$ cat config.mk
export PLATFORM = sky130hd
export DESIGN_NAME = ir_pipeline_flat
export DESIGN_NICKNAME = d
export VERILOG_FILES = /design/src/rtl/cpu_pkg.sv /design/src/rtl/ir_pipeline_if.sv /design/src/rtl/ir_hazard_detect.sv /design/src/rtl/ir_pipeline.sv /design/src/flat_wrapper.sv
export SDC_FILE = /design/constraint.sdc
export NUM_CORES = 1
export LEC_CHECK = 0
export CORE_ASPECT_RATIO = 1.2
export CORE_MARGIN = 2
export CORE_UTILIZATION = 49
export CTS_CLUSTER_DIAMETER = 120
export CTS_CLUSTER_SIZE = 20
export DETAILED_ROUTE_END_ITERATION = 8
export PLACE_DENSITY = 0.84
export REMOVE_ABC_BUFFERS = 1
export SLEW_MARGIN = 20
export SYNTH_ARGS = -nofsm -noshare
export SYNTH_HDL_FRONTEND = slang
export SYNTH_SLANG_ARGS = --single-unit
$ cat constraint.sdc
create_clock -name clock -period 4.5 [get_ports clock]
set_input_delay 0.9 -clock clock [delete_from_list [all_inputs] [get_ports clock]]
set_output_delay 0.9 -clock clock [all_outputs]
set_load 0.005 [all_outputs]
$ cat src/rtl/cpu_pkg.sv
// Shared opcode constants, the NOP instruction word and the pipeline state enum
// for the four-stage instruction-register pipeline.
package cpu_pkg;

    localparam logic [3:0] LOAD  = 4'b0000;
    localparam logic [3:0] STOP  = 4'b0001;
    localparam logic [3:0] STORE = 4'b0100;
    localparam logic [3:0] NOP   = 4'b1010;
    localparam logic [3:0] BPZ   = 4'b1101;
    localparam logic [3:0] BZ    = 4'b0101;
    localparam logic [3:0] BNZ   = 4'b1001;

    localparam logic [7:0] NOP_INSTR = 8'h0A;

    typedef enum logic [1:0] {
        RUN   = 2'd0,
        STALL = 2'd1,
        FLUSH = 2'd2,
        HALT  = 2'd3
    } state_e;

endpackage

$ cat src/rtl/ir_pipeline_if.sv
// Bundle of fetch-side inputs and IR/status outputs of ir_pipeline.
// Optional BubbleCount exists only when IR_PIPE_PERF_EN is defined.
interface ir_pipeline_if;
    import cpu_pkg::*;

    // FetchValid qualifies IMemOut in the same cycle; there is no back-pressure
    // wire, PCWrite=1 tells the fetch side the offered word was consumed.
    logic [7:0] IMemOut;
    logic       FetchValid;
    logic       BranchTaken;
    logic       Hold;
    logic [7:0] IR1Out;
    logic [7:0] IR2Out;
    logic [7:0] IR3Out;
    logic [7:0] IR4Out;
    logic       PCWrite;
    logic       Halted;
    state_e     dbg_state;
`ifdef IR_PIPE_PERF_EN
    logic [15:0] BubbleCount;
`endif

    modport master (
        output IMemOut, FetchValid, BranchTaken, Hold,
        input  IR1Out, IR2Out, IR3Out, IR4Out, PCWrite, Halted, dbg_state
`ifdef IR_PIPE_PERF_EN
        , input BubbleCount
`endif
    );

    modport slave (
        input  IMemOut, FetchValid, BranchTaken, Hold,
        output IR1Out, IR2Out, IR3Out, IR4Out, PCWrite, Halted, dbg_state
`ifdef IR_PIPE_PERF_EN
        , output BubbleCount
`endif
    );

endinterface

$ cat src/rtl/ir_hazard_detect.sv
// Combinational load-use detector: a load in IR2 whose destination register is
// read as either source field of the instruction in IR1.
module ir_hazard_detect
    import cpu_pkg::*;
(
    input  logic [3:0] i_ir1_srcs,
    input  logic [3:0] i_ir2_op,
    input  logic [1:0] i_ir2_dest,
    output logic       o_hazard
);

    logic w_is_load;
    logic w_src_match;

    assign w_is_load   = (i_ir2_op == LOAD);
    assign w_src_match = (i_ir1_srcs[3:2] == i_ir2_dest) ||
                         (i_ir1_srcs[1:0] == i_ir2_dest);
    assign o_hazard    = w_is_load && w_src_match;

endmodule

$ cat src/rtl/ir_pipeline.sv
// Four-stage instruction-register pipeline with load-use stall, branch flush,
// global hold and stop/halt handling. Define IR_PIPE_PERF_EN to add BubbleCount.
module ir_pipeline
    import cpu_pkg::*;
(
    input  logic         clock,
    input  logic         reset,
    ir_pipeline_if.slave bus
);

    logic [7:0] r_ir1;
    logic [7:0] r_ir2;
    logic [7:0] r_ir3;
    logic [7:0] r_ir4;
    state_e     r_state;
    logic       r_stop_pend;

    state_e     w_next_state;
    logic       w_hazard;
    logic       w_load_use;
    logic       w_stop_ir4;
    logic       w_halt;
    logic [7:0] w_fetch;
    logic       w_pc_write;

    ir_hazard_detect u_hazard (
        .i_ir1_srcs (r_ir1[7:4]),
        .i_ir2_op   (r_ir2[3:0]),
        .i_ir2_dest (r_ir2[7:6]),
        .o_hazard   (w_hazard)
    );

    // A stop sitting in IR4 freezes the pipe on the same edge it enters HALT.
    assign w_stop_ir4 = (r_ir4[3:0] == STOP);
    assign w_halt     = (r_state == HALT) || w_stop_ir4;
    assign w_load_use = w_hazard && (r_state != FLUSH);

    // Once a stop has been fetched nothing after it may enter the pipe.
    assign w_fetch = (r_stop_pend || !bus.FetchValid) ? NOP_INSTR : bus.IMemOut;

    always_comb begin
        w_next_state = RUN;
        if (w_halt)
            w_next_state = HALT;
        else if (bus.BranchTaken)
            w_next_state = FLUSH;
        else if (bus.Hold)
            w_next_state = r_state;
        else if (w_load_use)
            w_next_state = STALL;
    end

    always_comb begin
        w_pc_write = 1'b1;
        if (w_halt)
            w_pc_write = 1'b0;
        else if (bus.BranchTaken)
            w_pc_write = 1'b1;
        else if (r_stop_pend || bus.Hold || w_load_use)
            w_pc_write = 1'b0;
    end

    always_ff @(posedge clock or negedge reset) begin
        if (!reset) begin
            r_ir1       <= NOP_INSTR;
            r_ir2       <= NOP_INSTR;
            r_ir3       <= NOP_INSTR;
            r_ir4       <= NOP_INSTR;
            r_state     <= RUN;
            r_stop_pend <= 1'b0;
        end else begin
            r_state <= w_next_state;
            if (w_halt) begin
                r_ir1 <= r_ir1;
            end else if (bus.BranchTaken) begin
                // A stop squashed out of IR1 must not keep the PC frozen.
                r_ir1       <= NOP_INSTR;
                r_ir2       <= NOP_INSTR;
                r_ir3       <= r_ir2;
                r_ir4       <= r_ir3;
                r_stop_pend <= r_stop_pend && (r_ir1[3:0] != STOP);
            end else if (bus.Hold) begin
                r_ir1 <= r_ir1;
            end else if (w_load_use) begin
                r_ir2 <= NOP_INSTR;
                r_ir3 <= r_ir2;
                r_ir4 <= r_ir3;
            end else begin
                r_ir1 <= w_fetch;
                r_ir2 <= r_ir1;
                r_ir3 <= r_ir2;
                r_ir4 <= r_ir3;
                if (w_fetch[3:0] == STOP)
                    r_stop_pend <= 1'b1;
            end
        end
    end

`ifdef IR_PIPE_PERF_EN
    logic [15:0] r_bubble_cnt;

    always_ff @(posedge clock or negedge reset) begin
        if (!reset)
            r_bubble_cnt <= 16'd0;
        else if (((r_state == STALL) || (r_state == FLUSH)) && (r_bubble_cnt != 16'hFFFF))
            r_bubble_cnt <= r_bubble_cnt + 16'd1;
    end

    assign bus.BubbleCount = r_bubble_cnt;
`endif

    assign bus.IR1Out    = r_ir1;
    assign bus.IR2Out    = r_ir2;
    assign bus.IR3Out    = r_ir3;
    assign bus.IR4Out    = r_ir4;
    assign bus.PCWrite   = w_pc_write;
    assign bus.Halted    = (r_state == HALT);
    assign bus.dbg_state = r_state;

endmodule

$ cat src/flat_wrapper.sv
// flat-port wrapper written by rule: the top's interface ports become plain ports
module ir_pipeline_flat import cpu_pkg::*;
  (clock, reset, bus_IMemOut, bus_FetchValid, bus_BranchTaken, bus_Hold, bus_IR1Out, bus_IR2Out, bus_IR3Out, bus_IR4Out, bus_PCWrite, bus_Halted, bus_dbg_state);
  ir_pipeline_if bus_i ();
  input  logic clock;
  input  logic reset;
  input wire logic [$bits(bus_i.IMemOut)-1:0] bus_IMemOut;
  input wire logic [$bits(bus_i.FetchValid)-1:0] bus_FetchValid;
  input wire logic [$bits(bus_i.BranchTaken)-1:0] bus_BranchTaken;
  input wire logic [$bits(bus_i.Hold)-1:0] bus_Hold;
  output wire logic [$bits(bus_i.IR1Out)-1:0] bus_IR1Out;
  output wire logic [$bits(bus_i.IR2Out)-1:0] bus_IR2Out;
  output wire logic [$bits(bus_i.IR3Out)-1:0] bus_IR3Out;
  output wire logic [$bits(bus_i.IR4Out)-1:0] bus_IR4Out;
  output wire logic [$bits(bus_i.PCWrite)-1:0] bus_PCWrite;
  output wire logic [$bits(bus_i.Halted)-1:0] bus_Halted;
  output wire logic [$bits(bus_i.dbg_state)-1:0] bus_dbg_state;
  assign bus_i.IMemOut = bus_IMemOut;
  assign bus_i.FetchValid = bus_FetchValid;
  assign bus_i.BranchTaken = bus_BranchTaken;
  assign bus_i.Hold = bus_Hold;
  assign bus_IR1Out = bus_i.IR1Out;
  assign bus_IR2Out = bus_i.IR2Out;
  assign bus_IR3Out = bus_i.IR3Out;
  assign bus_IR4Out = bus_i.IR4Out;
  assign bus_PCWrite = bus_i.PCWrite;
  assign bus_Halted = bus_i.Halted;
  assign bus_dbg_state = bus_i.dbg_state;
  ir_pipeline u_core (.clock(clock), .reset(reset), .bus(bus_i));
endmodule
==> results of run 1 <==
synthesized netlist by cell type, drive strengths merged, types with 3 or more instances:
master / count
dfrtp: 27
inv: 11
nand3: 3
nand2: 8
a21oi: 5
mux2: 16
xor2: 4
dfstp: 8
a22o: 6
buf: 3
mux2i: 8
report_power, final:
part | internal (W) | switching, W | leakage [nW]
registers | 0.000315 | 0 | 0.418
clock network | 0.0000919 | 0.0000937 | 0.0386
logic | 0.0000120 | 0.0000119 | 0.491
metrics by stage:
step	cells	hold slack [ns]	total power, W	util	instance area (um^2)
finish	209	0.514	0.000524	0.700	2120
global route	209	0.539	0.000551	0.700	2120
CTS	209	0.520	0.000534	0.700	2120
detailed placement	201	0.491	0.000345	0.677	2050
global placement	201	0.478	0.000344	0.677	2050
floorplan	114	0.476	0.000325	-	1500
cell type report:
class / instances / area [um^2]
multi-input combinational: 68 / 576
clock buffer: 8 / 68.8
timing repair buffer: 51 / 503
inverter: 11 / 41.3
tap: 36 / 45.0
fill: 224 / 908
sequential: 35 / 886
state kept, by name, summed over array words and instances, names as in the netlist:
register / flops
u_core.bus.IR1Out: 8
u_core.bus.IR2Out: 8
u_core.bus.IR3Out: 8
u_core.bus.IR4Out: 8
u_core.bus.dbg_state: 2
u_core.r_stop_pend: 1
cells by family after synthesis:
| group | after synthesis | share of synthesized area |
|---|---|---|
| flip-flops | 35 | 0.579 |
| multiplexers | 24 | 0.170 |
| AO/OA/AOI/OAI | 21 | 0.110 |
| AND/OR/NAND/NOR | 19 | 0.0737 |
| buffers and inverters | 14 | 0.0442 |
| XOR/XNOR | 4 | 0.0229 |
layer usage:
metal,track usage,vias up
met5,0,-
met4,0.0945,0
met3,0.0659,6
met2,0.327,44
met1,0.269,542
li1,-,528
worst paths after layout:
path	from	to	slack [ns]	cells after the start
worst max register to register	u_core.bus.IR4Out[2]	u_core.bus.IR4Out[2]	2.60	4
worst max-delay path	bus_BranchTaken	bus_PCWrite	0.74	7
min in group asynchronous	reset	u_core.bus.IR1Out[7]	0.97	2
max in group asynchronous	reset	u_core.bus.IR3Out[3]	3.20	2
worst min register to register	u_core.bus.IR4Out[6]	u_core.bus.IR4Out[6]	0.51	1
worst min-delay path	u_core.bus.IR4Out[6]	u_core.bus.IR4Out[6]	0.51	1
cell usage in the layout (no fill, tap or decap):
master,count
sky130_fd_sc_hd__mux2_2,15
sky130_fd_sc_hd__clkdlybuf4s50_1,48
sky130_fd_sc_hd__a22o_1,6
sky130_fd_sc_hd__xor2_1,4
sky130_fd_sc_hd__a31oi_1,2
sky130_fd_sc_hd__nor2b_1,2
sky130_fd_sc_hd__nand2_1,8
sky130_fd_sc_hd__a21boi_1,1
sky130_fd_sc_hd__clkbuf_8,2
sky130_fd_sc_hd__a21o_1,1
sky130_fd_sc_hd__o311ai_1,1
sky130_fd_sc_hd__nand3_1,2
sky130_fd_sc_hd__clkbuf_1,1
sky130_fd_sc_hd__o21a_1,1
sky130_fd_sc_hd__a21oi_1,4
sky130_fd_sc_hd__mux2i_1,8
sky130_fd_sc_hd__o22ai_1,1
sky130_fd_sc_hd__a21oi_4,1
sky130_fd_sc_hd__a211oi_2,1
sky130_fd_sc_hd__nand3_2,1
sky130_fd_sc_hd__a211oi_1,1
sky130_fd_sc_hd__buf_4,3
sky130_fd_sc_hd__nand2b_1,1
sky130_fd_sc_hd__nor4b_1,1
sky130_fd_sc_hd__or4_4,1
sky130_fd_sc_hd__nor3b_1,1
sky130_fd_sc_hd__and2_1,1
sky130_fd_sc_hd__mux2_1,1
sky130_fd_sc_hd__dfstp_2,8
sky130_fd_sc_hd__or4b_1,1
sky130_fd_sc_hd__dfrtp_1,27
sky130_fd_sc_hd__clkbuf_4,5
sky130_fd_sc_hd__o41ai_1,1
sky130_fd_sc_hd__inv_1,11
==> flow_results.xml, run 1 <==
<?xml version="1.0" encoding="UTF-8"?>
<metrics>
  <group name="run_status">
    <metric name="outcome" unit="">complete, no violations</metric>
  </group>
  <group name="yosys">
    <metric name="ys.flop_type" unit="">sky130_fd_sc_hd__dfrtp_1</metric>
    <metric name="synth_top_cell_by_area" unit="">sky130_fd_sc_hd__dfrtp_1</metric>
    <metric name="post_synth_inst_count" unit="">117</metric>
    <metric name="synthesis.area_per_instance" unit="um^2">13.1</metric>
    <metric name="syn_area" unit="um^2">1530</metric>
    <metric name="synth_seq_cells" unit="">35</metric>
    <metric name="synth.area.top_cells" unit="">sky130_fd_sc_hd__dfrtp_1 44%, sky130_fd_sc_hd__dfstp_2 14%, sky130_fd_sc_hd__mux2_2 11%</metric>
    <metric name="yosysWarningCount" unit="">0</metric>
    <metric name="synth_sequential_area_ratio" unit="">0.579</metric>
    <metric name="synth-edff-count" unit="">0</metric>
    <metric name="fraction_of_post_synthesis_cell_area_in_the_top_cell_type_by_area" unit="">0.442</metric>
    <metric name="ys_types" unit="">31</metric>
    <metric name="fraction_of_registers_with_async_set_or_reset_after_synthesis" unit="">1.00</metric>
  </group>
  <group name="floorplanning">
    <metric name="floorplan.die.height" unit="um">65.2</metric>
    <metric name="placement_rows" unit="">22</metric>
    <metric name="design.die.area" unit="um^2">3580</metric>
    <metric name="initial_utilization" unit="">0.505</metric>
    <metric name="core-area" unit="um^2">3030</metric>
    <metric name="die_width" unit="um">55.0</metric>
    <metric name="num_io_pins" unit="">49</metric>
  </group>
  <group name="placed_design">
    <metric name="detailedPlacementHpwl" unit="um">2340</metric>
    <metric name="place_worst_setup_slack" unit="ns">0.764</metric>
    <metric name="gp_routability_congestion" unit="">0.762</metric>
    <metric name="portBuffers" unit="">48</metric>
  </group>
  <group name="detailed_routing">
    <metric name="num_vias" unit="">1120</metric>
    <metric name="number_of_design_rule_violations_left_after_detail_routing" unit="">0</metric>
    <metric name="wirelength_met1" unit="um">1280</metric>
    <metric name="wl" unit="um">3130</metric>
    <metric name="viasPerCell" unit="">5.36</metric>
    <metric name="drt_pre_antenna_iters" unit="">4</metric>
    <metric name="dr_top_layer" unit="">met4</metric>
    <metric name="drtAntennaViolNets" unit="">0</metric>
    <metric name="detail_route.wl_per_cell" unit="um">15.0</metric>
    <metric name="route.met2.wl" unit="um">1580</metric>
    <metric name="met3_wirelength" unit="um">196</metric>
    <metric name="drt_iter0_drc" unit="">47</metric>
  </group>
  <group name="setup_path">
    <metric name="crit_chain" unit="">clkdlybuf4s50_1 -&gt; nand2b_1 -&gt; nand3_2 -&gt; a31oi_1 -&gt; buf_4 -&gt; a21boi_1 -&gt; clkdlybuf4s50_1</metric>
    <metric name="setup.worst_path.start_class" unit="">input pin</metric>
    <metric name="worst_ep_required_time" unit="ns">3.60</metric>
    <metric name="path_class" unit="">input pin to output port</metric>
    <metric name="worst_path_dominant_cell_family" unit="">buffers and inverters</metric>
    <metric name="critical_path.most_common_cell" unit="">sky130_fd_sc_hd__clkdlybuf4s50_1</metric>
    <metric name="critical_path.slowest_cell" unit="">sky130_fd_sc_hd__clkdlybuf4s50_1</metric>
    <metric name="cp_data_arrival_time" unit="ns">2.86</metric>
    <metric name="end_kind" unit="">output port</metric>
    <metric name="critical_path.max_stage_delay" unit="ns">0.58</metric>
    <metric name="path_buf_inv" unit="">3</metric>
    <metric name="maximum_net_fanout_on_the_critical_path" unit="">10</metric>
  </group>
  <group name="clock_tree">
    <metric name="cts.path.max_buffers" unit="">2</metric>
    <metric name="post_cts.resized_instances" unit="">0</metric>
    <metric name="cts.clk_slew.worst_paths" unit="ns">0.09</metric>
    <metric name="cts_tree" unit="">done</metric>
    <metric name="post_cts_buffers" unit="">0</metric>
    <metric name="clock_insertion_delay_worst_skew" unit="ns">0.33</metric>
    <metric name="cts_root_buffer" unit="">sky130_fd_sc_hd__clkbuf_4</metric>
    <metric name="clock_tree.htree_level_count" unit="">2</metric>
    <metric name="cts_hold_buffers" unit="">0</metric>
    <metric name="clock_sinks" unit="">35</metric>
    <metric name="cts_buffers" unit="">5</metric>
  </group>
  <group name="timing">
    <metric name="max_freq" unit="MHz">266</metric>
    <metric name="slew_headroom" unit="">0.477</metric>
    <metric name="tightest_slew" unit="ns">0.783</metric>
    <metric name="timing_max_transition_violations_final" unit="">0</metric>
    <metric name="finalSetupTns" unit="ns">0</metric>
    <metric name="timing.clock.skew" unit="ns">0.00610</metric>
    <metric name="final.min_clock_period" unit="ns">3.76</metric>
    <metric name="final_hold_viol_count" unit="">0</metric>
    <metric name="setup_repair_after_global_routing_missed_its_margin" unit="">false</metric>
    <metric name="postLayoutSetupSlackWorst" unit="ns">0.743</metric>
    <metric name="min_period_over_period" unit="">0.835</metric>
    <metric name="setup_viol" unit="">0</metric>
  </group>
  <group name="pwr">
    <metric name="power_density" unit="nW/um^2">247</metric>
    <metric name="cellLeakagePower" unit="nW">0.948</metric>
    <metric name="vdd.ir_drop.worst" unit="mV">0.214</metric>
  </group>
  <group name="grt">
    <metric name="gr-total-overflow" unit="">0</metric>
    <metric name="grt_first_pass_wirelength" unit="um">5250</metric>
    <metric name="gr-usage-all-layers" unit="">0.212</metric>
    <metric name="maximum_number_of_pins_on_one_net_before_global_route_repair" unit="">36</metric>
    <metric name="first_global_vias" unit="">1101</metric>
    <metric name="grt_antenna_before_repair" unit="">0</metric>
  </group>
  <group name="cells_and_area">
    <metric name="post_route_cells_drive_above_1_share" unit="">0.214</metric>
    <metric name="nNetsFinal" unit="">185</metric>
    <metric name="areaGrowthSynthToFinish" unit="%">38.6</metric>
    <metric name="n_antenna_cell" unit="">0</metric>
  </group>
  <group name="job">
    <metric name="maxCapViolCount" unit="">0</metric>
  </group>
  <group name="hold_path">
    <metric name="hold_path.class" unit="">flip-flop to flip-flop</metric>
  </group>
</metrics>
Power figures use the tool's default switching activity.
==> run 2: changes to the inputs <==
Settings changed: CORE_UTILIZATION 49 to 41, PLACE_DENSITY 0.84 to 0.75.
Clock period 4.5 ns to 3.2 ns, I/O delays scaled along.
==> run 2 against run 1 <==
  * Flip-flop and latch count unchanged
  * Worst setup slack got worse by 0.51 ns
  * Global-route usage decreased by 4.1 points
  * Die area increased by 18%
  * Routed wire length increased by 3.2%
  * First-iteration DRC count decreased by 21%
  * Worst hold slack got worse by 0.021 ns
  * Critical path type unchanged
  * Largest cell class unchanged
  * Largest power group is now the clock network
  * Highest routed layer unchanged
==> flow_results.xml, run 2 (same netlist as run 1, synthesis figures left out) <==
<?xml version="1.0" encoding="UTF-8"?>
<metrics>
  <group name="run_status">
    <metric name="outcome" unit="">complete, no violations</metric>
  </group>
  <group name="floorplanning">
    <metric name="placement_rows" unit="">24</metric>
    <metric name="core-area" unit="um^2">3600</metric>
    <metric name="num_io_pins" unit="">49</metric>
    <metric name="floorplan.die.height" unit="um">70.9</metric>
    <metric name="die_width" unit="um">59.7</metric>
    <metric name="design.die.area" unit="um^2">4240</metric>
    <metric name="initial_utilization" unit="">0.424</metric>
  </group>
  <group name="detailed_routing">
    <metric name="number_of_design_rule_violations_left_after_detail_routing" unit="">0</metric>
    <metric name="drt_pre_antenna_iters" unit="">4</metric>
    <metric name="drtAntennaViolNets" unit="">0</metric>
    <metric name="drt_iter0_drc" unit="">37</metric>
    <metric name="wl" unit="um">3230</metric>
    <metric name="detail_route.wl_per_cell" unit="um">15.2</metric>
    <metric name="viasPerCell" unit="">5.30</metric>
    <metric name="num_vias" unit="">1129</metric>
  </group>
  <group name="grt">
    <metric name="first_global_vias" unit="">1127</metric>
    <metric name="gr-usage-all-layers" unit="">0.171</metric>
    <metric name="gr-total-overflow" unit="">0</metric>
    <metric name="grt_first_pass_wirelength" unit="um">5410</metric>
    <metric name="maximum_number_of_pins_on_one_net_before_global_route_repair" unit="">36</metric>
    <metric name="grt_antenna_before_repair" unit="">0</metric>
  </group>
  <group name="clock_tree">
    <metric name="cts_hold_buffers" unit="">0</metric>
    <metric name="post_cts_buffers" unit="">0</metric>
    <metric name="cts_buffers" unit="">5</metric>
    <metric name="clock_sinks" unit="">35</metric>
    <metric name="cts_root_buffer" unit="">sky130_fd_sc_hd__clkbuf_8</metric>
    <metric name="cts_tree" unit="">done</metric>
    <metric name="post_cts.resized_instances" unit="">0</metric>
    <metric name="clock_insertion_delay_worst_skew" unit="ns">0.28</metric>
    <metric name="cts.clk_slew.worst_paths" unit="ns">0.07</metric>
    <metric name="cts.path.max_buffers" unit="">2</metric>
    <metric name="clock_tree.htree_level_count" unit="">2</metric>
  </group>
  <group name="timing">
    <metric name="final.min_clock_period" unit="ns">2.97</metric>
    <metric name="tightest_slew" unit="ns">0.809</metric>
    <metric name="final_hold_viol_count" unit="">0</metric>
    <metric name="setup_viol" unit="">0</metric>
    <metric name="hold-worst-slack" unit="ns">0.493</metric>
    <metric name="slew_headroom" unit="">0.460</metric>
    <metric name="max_freq" unit="MHz">337</metric>
    <metric name="finalSetupTns" unit="ns">0</metric>
    <metric name="setup_repair_after_global_routing_missed_its_margin" unit="">false</metric>
    <metric name="timing.clock.skew" unit="ns">0.00372</metric>
    <metric name="timing_max_transition_violations_final" unit="">0</metric>
    <metric name="min_period_over_period" unit="">0.928</metric>
  </group>
  <group name="pwr">
    <metric name="vdd.ir_drop.worst" unit="mV">0.312</metric>
    <metric name="power_density" unit="nW/um^2">428</metric>
    <metric name="cellLeakagePower" unit="nW">0.978</metric>
    <metric name="share_seq_of_total_power" unit="">0.470</metric>
    <metric name="pwr-share-comb" unit="">0.036</metric>
    <metric name="power_switching" unit="W">0.000171</metric>
    <metric name="switching_share_of_power" unit="">0.181</metric>
    <metric name="internal-power" unit="W">0.000771</metric>
    <metric name="clock_power_share" unit="">0.493</metric>
  </group>
  <group name="hold_path">
    <metric name="hold_path.class" unit="">flip-flop to flip-flop</metric>
  </group>
  <group name="setup_path">
    <metric name="path_class" unit="">input pin to output port</metric>
    <metric name="cp_data_arrival_time" unit="ns">2.33</metric>
    <metric name="end_kind" unit="">output port</metric>
    <metric name="worst_ep_required_time" unit="ns">2.56</metric>
    <metric name="maximum_net_fanout_on_the_critical_path" unit="">5</metric>
    <metric name="setup.worst_path.start_class" unit="">input pin</metric>
  </group>
  <group name="cells_and_area">
    <metric name="n_antenna_cell" unit="">0</metric>
    <metric name="final_cells" unit="">213</metric>
    <metric name="post_route_cells_drive_above_1_share" unit="">0.224</metric>
    <metric name="nNetsFinal" unit="">186</metric>
    <metric name="areaGrowthSynthToFinish" unit="%">43.8</metric>
    <metric name="layout_common_cells" unit="">48 x sky130_fd_sc_hd__clkdlybuf4s50_1, 27 x sky130_fd_sc_hd__dfrtp_1, 15 x sky130_fd_sc_hd__mux2_2, 11 x sky130_fd_sc_hd__inv_1</metric>
    <metric name="layout.cells.most_common" unit="">sky130_fd_sc_hd__clkdlybuf4s50_1</metric>
  </group>
  <group name="placed_design">
    <metric name="portBuffers" unit="">48</metric>
    <metric name="detailedPlacementHpwl" unit="um">2450</metric>
    <metric name="numPlacedInstances" unit="">205</metric>
    <metric name="gp_routability_congestion" unit="">0.840</metric>
  </group>
  <group name="job">
    <metric name="maxCapViolCount" unit="">0</metric>
  </group>
</metrics>
run 2: changes by cell type in the layout (fill, tap and decap cells not counted):
cell,previous run,this run
sky130_fd_sc_hd__clkbuf_4,5,0
sky130_fd_sc_hd__clkbuf_8,2,5
sky130_fd_sc_hd__bufinv_16,0,2
sky130_fd_sc_hd__buf_4,3,4
sky130_fd_sc_hd__clkbuf_1,1,0
sky130_fd_sc_hd__clkinvlp_4,0,1
run 2: worst max-delay path, cell delays in order:
cell,delay [ns]
sky130_fd_sc_hd__clkdlybuf4s50_1,0.50
sky130_fd_sc_hd__nand2b_1,0.18
sky130_fd_sc_hd__nand3_2,0.10
sky130_fd_sc_hd__a31oi_1,0.19
sky130_fd_sc_hd__a21boi_1,0.20
sky130_fd_sc_hd__clkdlybuf4s50_1,0.52
run 2: area by class of cell:
cell class	count	area [um^2]
repair buffers	52	510
clock inverters	3	67.6
flip-flops and latches	35	886
inverters	11	41.3
fillers	310	1410
well taps	39	48.8
clock buffers	5	68.8
multi-input cells	68	576
run 2: worst paths after layout:
| path | end | depth (start not counted) | slack, ns | start |
|---|---|---|---|---|
| min in group asynchronous | u_core.bus.IR4Out[6] | 2 | 0.75 | reset |
| max in group asynchronous | u_core.bus.IR1Out[1] | 2 | 2.10 | reset |
| max | bus_PCWrite | 6 | 0.23 | bus_Hold |
| max reg2reg | u_core.bus.IR4Out[0] | 4 | 1.31 | u_core.bus.IR4Out[2] |
| min reg2reg | u_core.bus.IR4Out[6] | 1 | 0.49 | u_core.bus.IR4Out[6] |
| min | u_core.bus.IR4Out[6] | 1 | 0.49 | u_core.bus.IR4Out[6] |
run 2: metrics by stage:
stage	utilization	cell area, um^2	power (W)	worst slack, ns
6_report	0.610	2200	0.000942	0.230
5_1_grt	0.610	2200	0.000982	0.0992
4_1_cts	0.610	2200	0.000956	0.237
3_5_place_dp	0.572	2060	0.000486	0.256
3_3_place_gp	0.572	2060	0.000485	0.288
2_1_floorplan	-	1500	0.000457	0.337
run 2: power groups by stage:
stage	Clock (W)	Combinational, W	Sequential (W)
finish	0.000465	0.0000343	0.000443
global route	0.000502	0.0000380	0.000442
CTS	0.000478	0.0000351	0.000443
detailed placement	0	0.0000351	0.000451
global placement	0	0.0000341	0.000451
floorplan	0	0.00000645	0.000451
run 2: layer usage:
layer	part of all wire	wire length, um	global-route usage	vias up
met3	0.050	162	0.0530	5
met1	0.42	1370	0.213	555
met2	0.51	1650	0.279	40
met5	0	0	0	-
li1	-	-	-	529
met4	0.015	48	0.0593	0
==> run 3: changes to the inputs <==
Settings changed: CORE_UTILIZATION 41 to 25, CTS_CLUSTER_DIAMETER 120 to unset, PLACE_DENSITY 0.75 to 0.5.
==> run 3 against run 2 <==
  * Worst setup slack improved by 0.013 ns
  * Sequential power barely moved
  * Routed wire length increased by 6.2%
  * Worst hold slack worse by 0.00055 ns
  * Clock-buffer cell count increased by 2
  * Register-to-register slack barely moved
==> flow_results.xml, run 3 (same netlist as run 1, synthesis figures left out) <==
<?xml version="1.0" encoding="UTF-8"?>
<metrics>
  <group name="timing">
    <metric name="finalSetupTns" unit="ns">0</metric>
    <metric name="final.min_clock_period" unit="ns">2.96</metric>
    <metric name="tightest_slew" unit="ns">0.588</metric>
    <metric name="slew_headroom" unit="">0.607</metric>
    <metric name="max_freq" unit="MHz">338</metric>
    <metric name="timing.clock.skew" unit="ns">0.00452</metric>
    <metric name="setup_viol" unit="">0</metric>
    <metric name="final_hold_viol_count" unit="">0</metric>
    <metric name="setup_repair_after_global_routing_missed_its_margin" unit="">false</metric>
    <metric name="min_period_over_period" unit="">0.924</metric>
    <metric name="timing_max_transition_violations_final" unit="">0</metric>
  </group>
  <group name="setup_path">
    <metric name="setup.worst_path.start_class" unit="">input pin</metric>
    <metric name="r2r_setup_slack" unit="ns">1.31</metric>
    <metric name="worst_r2r_path_depth" unit="">4</metric>
    <metric name="worst_path_dominant_cell_family" unit="">buffers and inverters</metric>
    <metric name="regToRegStartpoint" unit="">u_core.bus.IR4Out[3]</metric>
    <metric name="critical_path.max_stage_delay" unit="ns">0.52</metric>
    <metric name="maximum_net_fanout_on_the_critical_path" unit="">5</metric>
    <metric name="crit_chain" unit="">clkdlybuf4s50_1 -&gt; nand2b_1 -&gt; nand3_2 -&gt; a31oi_1 -&gt; a21boi_1 -&gt; clkdlybuf4s50_1</metric>
    <metric name="critical_path.slowest_cell" unit="">sky130_fd_sc_hd__clkdlybuf4s50_1</metric>
    <metric name="path_buf_inv" unit="">2</metric>
    <metric name="end_kind" unit="">output port</metric>
    <metric name="cp_data_arrival_time" unit="ns">2.32</metric>
    <metric name="worst_ep_required_time" unit="ns">2.56</metric>
    <metric name="critical_path.most_common_cell" unit="">sky130_fd_sc_hd__clkdlybuf4s50_1</metric>
    <metric name="timing.rr.end" unit="">u_core.bus.IR3Out[2]</metric>
    <metric name="path_class" unit="">input pin to output port</metric>
  </group>
  <group name="cells_and_area">
    <metric name="n_antenna_cell" unit="">0</metric>
    <metric name="multiInputGateArea" unit="um^2">576</metric>
    <metric name="nNetsFinal" unit="">187</metric>
    <metric name="areaGrowthSynthToFinish" unit="%">44.8</metric>
    <metric name="final_cells" unit="">257</metric>
    <metric name="layout.cells.most_common" unit="">sky130_fd_sc_hd__clkdlybuf4s50_1</metric>
    <metric name="filler_cell_count" unit="">614</metric>
    <metric name="post_route_cells_drive_above_1_share" unit="">0.223</metric>
    <metric name="layout_common_cells" unit="">48 x sky130_fd_sc_hd__clkdlybuf4s50_1, 27 x sky130_fd_sc_hd__dfrtp_1, 15 x sky130_fd_sc_hd__mux2_2, 11 x sky130_fd_sc_hd__inv_1</metric>
    <metric name="register_area" unit="um^2">886</metric>
  </group>
  <group name="floorplanning">
    <metric name="die_width" unit="um">75.4</metric>
    <metric name="placement_rows" unit="">31</metric>
    <metric name="initial_utilization" unit="">0.256</metric>
    <metric name="design.die.area" unit="um^2">6760</metric>
    <metric name="floorplan.die.height" unit="um">89.7</metric>
    <metric name="num_io_pins" unit="">49</metric>
    <metric name="core-area" unit="um^2">5970</metric>
  </group>
  <group name="placed_design">
    <metric name="numPlacedInstances" unit="">249</metric>
    <metric name="detailedPlacementHpwl" unit="um">2580</metric>
    <metric name="portBuffers" unit="">48</metric>
    <metric name="gp_routability_congestion" unit="">0.780</metric>
  </group>
  <group name="pwr">
    <metric name="internal-power" unit="W">0.000635</metric>
    <metric name="power_switching" unit="W">0.000165</metric>
    <metric name="pwr-share-comb" unit="">0.045</metric>
    <metric name="vdd.ir_drop.worst" unit="mV">0.175</metric>
    <metric name="cellLeakagePower" unit="nW">0.967</metric>
    <metric name="share_seq_of_total_power" unit="">0.554</metric>
    <metric name="power_density" unit="nW/um^2">361</metric>
    <metric name="clock_power_share" unit="">0.401</metric>
    <metric name="switching_share_of_power" unit="">0.206</metric>
  </group>
  <group name="grt">
    <metric name="grt.met3_usage" unit="">0.0357</metric>
    <metric name="first_global_vias" unit="">1129</metric>
    <metric name="gr-usage-met1" unit="">0.127</metric>
    <metric name="gr-total-overflow" unit="">0</metric>
    <metric name="grt_antenna_before_repair" unit="">0</metric>
    <metric name="grtUsageMet2" unit="">0.190</metric>
    <metric name="grt_busiest_layer" unit="">met2</metric>
    <metric name="grt_first_pass_wirelength" unit="um">5520</metric>
    <metric name="gr-usage-all-layers" unit="">0.112</metric>
    <metric name="maximum_number_of_pins_on_one_net_before_global_route_repair" unit="">36</metric>
  </group>
  <group name="hold_path">
    <metric name="hold_path_end" unit="">u_core.bus.IR4Out[6]</metric>
    <metric name="min_from" unit="">u_core.bus.IR4Out[6]</metric>
    <metric name="hold_path_depth" unit="">1</metric>
    <metric name="hold_path.class" unit="">flip-flop to flip-flop</metric>
  </group>
  <group name="clock_tree">
    <metric name="post_cts.resized_instances" unit="">0</metric>
    <metric name="cts.path.max_buffers" unit="">2</metric>
    <metric name="clock_sinks" unit="">35</metric>
    <metric name="cts_root_buffer" unit="">sky130_fd_sc_hd__clkbuf_8</metric>
    <metric name="cts.clk_slew.worst_paths" unit="ns">0.07</metric>
    <metric name="cts_tree" unit="">done</metric>
    <metric name="clock_insertion_delay_worst_skew" unit="ns">0.28</metric>
    <metric name="post_cts_buffers" unit="">0</metric>
    <metric name="cts_hold_buffers" unit="">0</metric>
    <metric name="cts_buffers" unit="">5</metric>
    <metric name="clock_tree.htree_level_count" unit="">2</metric>
  </group>
  <group name="detailed_routing">
    <metric name="viasPerCell" unit="">4.29</metric>
    <metric name="drtAntennaViolNets" unit="">0</metric>
    <metric name="detail_route.wl_per_cell" unit="um">13.3</metric>
    <metric name="wl" unit="um">3430</metric>
    <metric name="number_of_design_rule_violations_left_after_detail_routing" unit="">0</metric>
    <metric name="num_vias" unit="">1103</metric>
    <metric name="drt_iter0_drc" unit="">21</metric>
    <metric name="drt_pre_antenna_iters" unit="">4</metric>
  </group>
  <group name="run_status">
    <metric name="outcome" unit="">complete, no violations</metric>
  </group>
  <group name="job">
    <metric name="maxCapViolCount" unit="">0</metric>
  </group>
</metrics>
run 3: changes by cell type in the layout (fill, tap and decap cells not counted):
cell	change
sky130_fd_sc_hd__bufinv_16	-2
sky130_fd_sc_hd__buf_4	+1
sky130_fd_sc_hd__clkbuf_1	+1
sky130_fd_sc_hd__clkinv_2	+1
sky130_fd_sc_hd__clkbuf_8	+1
sky130_fd_sc_hd__clkinvlp_4	-1
run 3: layer usage:
metal | vias to the layer above | share of wire
met5 | - | 0
met4 | 0 | 0.015
met3 | 5 | 0.063
met2 | 32 | 0.52
met1 | 541 | 0.40
li1 | 525 | -
run 3: cell type report:
class	count	area share
flip-flops and latches	35	0.400
well taps	82	0.0463
multi-input cells	68	0.260
clock buffers	7	0.0390
clock inverters	1	0.00226
inverters	11	0.0186
repair buffers	53	0.234
run 3: stage by stage:
| step | hold slack, ns | power, W | area, um^2 | util | worst slack (ns) |
|---|---|---|---|---|---|
| 4_1_cts | 0.498 | 0.000813 | 2210 | 0.371 | 0.219 |
| 6_report | 0.492 | 0.000799 | 2210 | 0.371 | 0.243 |
| 5_1_grt | 0.529 | 0.000844 | 2210 | 0.371 | 0.116 |
| 3_5_place_dp | 0.482 | 0.000488 | 2120 | 0.355 | 0.233 |
| 2_1_floorplan | 0.344 | 0.000457 | 1500 | - | 0.337 |
| 3_3_place_gp | 0.476 | 0.000487 | 2120 | 0.355 | 0.297 |
run 3: how the worst max path moves through the flow:
| stage | from | endpoint | slack [ns] | depth (start not counted) |
|---|---|---|---|---|
| global route | bus_Hold | bus_PCWrite | 0.12 | 6 |
| global placement | bus_Hold | bus_PCWrite | 0.30 | 6 |
| finish | bus_Hold | bus_PCWrite | 0.24 | 6 |
| detailed placement | bus_Hold | bus_PCWrite | 0.23 | 6 |
| floorplan | bus_BranchTaken | bus_PCWrite | 0.34 | 4 |
| CTS | bus_Hold | bus_PCWrite | 0.22 | 6 |
run 3: power groups by stage:
| stage | clock [W] | sequential [W] | combinational [W] |
|---|---|---|---|
| floorplan | 0 | 0.000451 | 0.00000645 |
| global placement | 0 | 0.000451 | 0.0000362 |
| detailed placement | 0 | 0.000451 | 0.0000368 |
| CTS | 0.000333 | 0.000443 | 0.0000368 |
| global route | 0.000361 | 0.000442 | 0.0000397 |
| finish | 0.000321 | 0.000443 | 0.0000357 |
